==> config.mk <==
export PLATFORM = sky130hd
export DESIGN_NAME = console_arbiter
export DESIGN_NICKNAME = d
export VERILOG_FILES = /design/src/rtl/console_arbiter.sv
export SDC_FILE = /design/constraint.sdc
export NUM_CORES = 1
export LEC_CHECK = 0
export BUFFER_PORTS_ARGS = -buffer_cell sky130_fd_sc_hd__buf_2
export CORE_MARGIN = 5
export CORE_UTILIZATION = 28
export CTS_CLUSTER_SIZE = 20
export DETAILED_ROUTE_END_ITERATION = 6
export GPL_TIMING_DRIVEN = 0
export PLACE_DENSITY = 0.51
export RECOVER_POWER = 100
export SETUP_SLACK_MARGIN = 0.3
export SYNTH_ARGS = -nofsm -noshare
export SYNTH_HDL_FRONTEND = slang
export SYNTH_SLANG_ARGS = --single-unit
==> constraint.sdc <==
create_clock -name CLK -period 2.87 [get_ports CLK]
set_clock_uncertainty 0.15 [all_clocks]
set_input_delay 0.574 -clock CLK [delete_from_list [all_inputs] [get_ports CLK]]
set_output_delay 0.574 -clock CLK [all_outputs]
set_load 0.05 [all_outputs]
==> src/rtl/console_arbiter.sv <==
// Two-port console arbiter: per-port one-byte output holding buffers drained
// round-robin to a single console, with console input routed to the focused port.
module console_arbiter #(
  parameter int unsigned DATA_WIDTH = 8
) (
  input  logic                  CLK,
  input  logic                  RESET,
  input  logic [DATA_WIDTH-1:0] P0_COUT,
  input  logic [DATA_WIDTH-1:0] P1_COUT,
  input  logic                  P0_CWR,
  input  logic                  P1_CWR,
  output logic                  P0_CRDY,
  output logic                  P1_CRDY,
  output logic [DATA_WIDTH-1:0] P0_CIN,
  output logic [DATA_WIDTH-1:0] P1_CIN,
  output logic                  P0_CRDA,
  output logic                  P1_CRDA,
  input  logic                  P0_CACK,
  input  logic                  P1_CACK,
  output logic [DATA_WIDTH-1:0] DOUT,
  output logic                  DWR,
  input  logic                  DRDY,
  input  logic [DATA_WIDTH-1:0] DIN,
  input  logic                  DRDA,
  output logic                  DACK,
  output logic [1:0]            ERR
);

  typedef enum logic {IDLE, GAP} state_t;

  state_t                state;
  logic [1:0]            buf_v;
  logic [DATA_WIDTH-1:0] buf_d [2];
  logic [DATA_WIDTH-1:0] cout_c [2];
  logic [1:0]            cwr_c;
  logic                  rr;
  logic                  focus;
  logic                  sel_c;
  logic                  drain_c;

  assign cout_c[0] = P0_COUT;
  assign cout_c[1] = P1_COUT;
  assign cwr_c     = {P1_CWR, P0_CWR};

  // Round-robin pick: favour rr, fall back to the other port if rr is empty.
  assign sel_c   = buf_v[rr] ? rr : ~rr;
  assign drain_c = (state == IDLE) && DRDY && (|buf_v);

  assign P0_CRDY = ~buf_v[0];
  assign P1_CRDY = ~buf_v[1];

  // Input path: data is shared, availability and acknowledge follow focus.
  assign P0_CIN  = DIN;
  assign P1_CIN  = DIN;
  assign P0_CRDA = DRDA & ~focus;
  assign P1_CRDA = DRDA & focus;
  assign DACK    = DRDA & (focus ? P1_CACK : P0_CACK);

  always_ff @(posedge CLK or negedge RESET) begin
    if (!RESET) begin
      state <= IDLE;
      buf_v <= 2'b00;
      for (int i = 0; i < 2; i++) buf_d[i] <= '0;
      DOUT  <= '0;
      DWR   <= 1'b0;
      rr    <= 1'b0;
      focus <= 1'b0;
      ERR   <= 2'b00;
    end else begin
      DWR <= 1'b0;
      if (state == IDLE) begin
        if (drain_c) begin
          DOUT         <= buf_d[sel_c];
          DWR          <= 1'b1;
          buf_v[sel_c] <= 1'b0;
          rr           <= ~sel_c;
          focus        <= sel_c;
          state        <= GAP;
        end
      end else begin
        state <= IDLE;
      end
      // A write against a full buffer is an overrun even if the buffer drains this edge.
      for (int i = 0; i < 2; i++) begin
        if (cwr_c[i]) begin
          if (buf_v[i]) begin
            ERR[i] <= 1'b1;
          end else begin
            buf_d[i] <= cout_c[i];
            buf_v[i] <= 1'b1;
          end
        end
      end
    end
  end

endmodule

==> results.py <==
metrics = {
    "drt": {
        "dr.pass1.iters": 4,
        "dr.first_iter.drc_count": 25,
        "wl_met1_um": 1365,
        "drc": 0,
        "num_vias": 1133,
        "wl_met3_um": 353,
        "wl_um": 3440,
        "antenna_left": 0,
        "dr_wl_met2_um": 1666,
        "routed.top_layer": "met4",
        "vias_per_cell": 4.375,
        "routedWlPerCell_um": 13.28,
    },
    "logic_synthesis": {
        "async_reset_ff_share_pct": 100.0,
        "ys.flop_type": "dfrtp_1",
        "synth_most_common_cell": "dfrtp_1",
        "yosys-top-cells-count": "31 x dfrtp_1, 17 x buf_4, 9 x mux2_2",
        "synth_top_area_cell": "dfrtp_1",
        "synth_area_leaders": "dfrtp_1 51%, buf_4 8.4%, mux2_2 6.7%",
        "synth.avg_cell_area_sq_um": 11.92,
        "synth_nets": 159,
        "yosys.area.top_type_share_pct": 51.24,
        "synth_warnings": 0,
        "synth_cells": 127,
        "seq_area_frac_synth_pct": 51.24,
        "yosys.cell_types.count": 25,
        "synth-edff-count": 0,
        "ys_seq_elements": 31,
        "syn_area_sq_um": 1514,
    },
    "floorplanning": {
        "die_h_um": 83.53,
        "die_area_sq_um": 6977,
        "num_rows": 26,
        "start_util_pct": 29.27,
        "die_w_um": 83.53,
        "core_sq_um": 5172,
        "io_pins": 64,
    },
    "worst_setup_path": {
        "path_cells": "mux2i_1 -> nor2b_1 -> clkbuf_1",
        "cp-start-kind": "flip-flop",
        "required_ps": 2150,
        "path_class": "reg2out",
        "arrival_ps": 1430,
        "path_buf_inv": 1,
        "crit_path_max_incr_delay_ps": 480,
        "crit_family": "buffers and inverters",
        "cp_slowest_cell": "clkbuf_1",
        "worstPathMaxFanout": 4,
        "end_kind": "primary output",
    },
    "timing": {
        "relSlewSlack_pct": -8.873,
        "fmax_ghz": 0.4642,
        "rsz0062_at_grt": "no",
        "slew_violations": 32,
        "finalSetupViolCount": 0,
        "fin_crit_sh_pct": 75.07,
        "fin_hold_ws_ps": 304.6,
        "finalHoldViolCount": 0,
        "worstMarginPinSlew_ps": 1633,
        "period_needed_ps": 2154,
        "fin_tns_setup_ps": 0,
    },
    "power": {
        "seqPwrFrac_pct": 36.2,
        "p_comb_share_pct": 48.0,
        "power.density_nw_per_um2": 1132,
        "ir_drop_mv": 0.5963,
        "pwr-share-clk_pct": 15.8,
        "power.switching_uw": 983.6,
        "swShare_pct": 45.64,
        "p_total_mw": 2.155,
        "p_int_mw": 1.172,
        "power.leakage_nw": 0.8185,
    },
    "cts": {
        "hold_buffers": 0,
        "cts_buffers": 5,
        "cts_buffer_depth": 2,
        "clockRootBuffer": "clkbuf_8",
        "cts_resized": 0,
        "cts_sinks": 31,
        "postCtsSetupBuffers": 0,
        "htreeDepth": 2,
        "clkLatencyLatePin_ps": 280,
        "cts_tree": "done",
        "path_clk_slew_ps": 70,
    },
    "placed_design": {
        "gp_congestion": 0.7056,
        "hpwl_um": 2712,
        "io_buffers": 55,
    },
    "outcome": {
        "violations": "max-capacitance violations, max-slew violations",
        "status": "finished, violations left",
    },
    "grt": {
        "grt_pass1_vias": 1218,
        "grt_pass1_wl_um": 5492,
        "grt_max_degree": 32,
        "track_usage_pct": 9.996,
        "antenna_found_initial": 0,
        "grt_overflow": 0,
    },
    "finish": {
        "area_delta_synth_final_pct": 25.70,
        "fin_nets": 221,
        "drive_above_1_share_pct": 35.45,
        "diodes": 0,
        "post-route-util_pct": 36.79,
    },
    "flow_run": {
        "drv_cap": 1,
    },
    "min_path": {
        "min_path_type": "reg2reg",
    },
}
==> path summary, 6_finish.rpt <==
check,from,end,slack [ps],cells past startpoint
setup / recovery,focus,DACK,720,3
hold / removal,ERR[0],ERR[0],300,1
setup reg to reg,buf_v[1],DOUT[4],1140,4
hold reg to reg,ERR[0],ERR[0],300,1
max in group asynchronous,RESET,DOUT[4],1060,1
min in group asynchronous,RESET,buf_d[11],550,1
==> power groups by stage <==
stage | registers (mW) | clock network (mW) | logic (mW)
detailed placement | 0.788 | 0 | 1.10
global route | 0.806 | 0.376 | 1.12
CTS | 0.783 | 0.353 | 1.10
global placement | 0.781 | 0 | 1.08
floorplan | 0.958 | 0 | 0.663
finish | 0.779 | 0.341 | 1.04
==> stage by stage <==
| step | setup slack (ps) | area, sq um | instances |
|---|---|---|---|
| after floorplan | 821.6 | 1514 | 127 |
| after global placement | 1083 | 1877 | 252 |
| after detailed placement | 1047 | 1877 | 252 |
| after CTS | 922.7 | 1964 | 259 |
| after global routing | 606.0 | 1903 | 259 |
| final | 715.6 | 1903 | 259 |
==> sequential cells by signal, summed over array words and instances, names as in the netlist <==
signal  count
focus       1
buf_v       2
rr          1
buf_d      16
DOUT        8
state       1
ERR         2
==> area by class of cell <==
type                    count  area (sq um)
multi-input cells          69         549.3
plain buffers              24         157.7
inverters                   3         11.26
fillers                   545          3269
repair buffers             55         234.0
clock inverters             1         5.005
flip-flops and latches     31         775.7
clock buffers               6         82.58
well taps                  70         87.58
==> cells by family after synthesis <==
group / count (synthesis) / share of synthesized area (%)
DFF: 31 / 51.24
AOI/OAI and AO/OA: 31 / 15.62
and+or+nand+nor: 21 / 8.679
buffers and inverters: 27 / 11.90
muxes: 17 / 12.56
==> layout by cell type, fill, tap and decap left out <==
cell type	netlist	layout
clkbuf_1	0	37
dfrtp_1	31	31
buf_2	5	24
buf_4	17	17
mux2_2	9	9
nand3_1	8	8
o21ai_0	8	8
a21oi_1	8	8
a31oi_2	8	8
mux2_1	7	7
nor2b_1	6	6
clkbuf_8	0	6
inv_1	3	3
a21o_1	3	3
nand2b_1	2	2
mux2i_1	1	1
and2_1	1	1
or2_1	1	1
and2_0	0	1
nand4_1	0	1
clkbuf_2	1	1
and2b_1	1	1
o211a_1	1	1
o21bai_1	1	1
o21a_1	1	1
o21ai_2	1	1
clkinv_2	0	1
==> per-layer routing <==
metal,vias up,track usage (%)
li1,547,-
met3,4,5.232
met1,530,11.03
met4,0,4.386
met2,52,16.03
met5,-,0
Power figures use the tool's default switching activity.
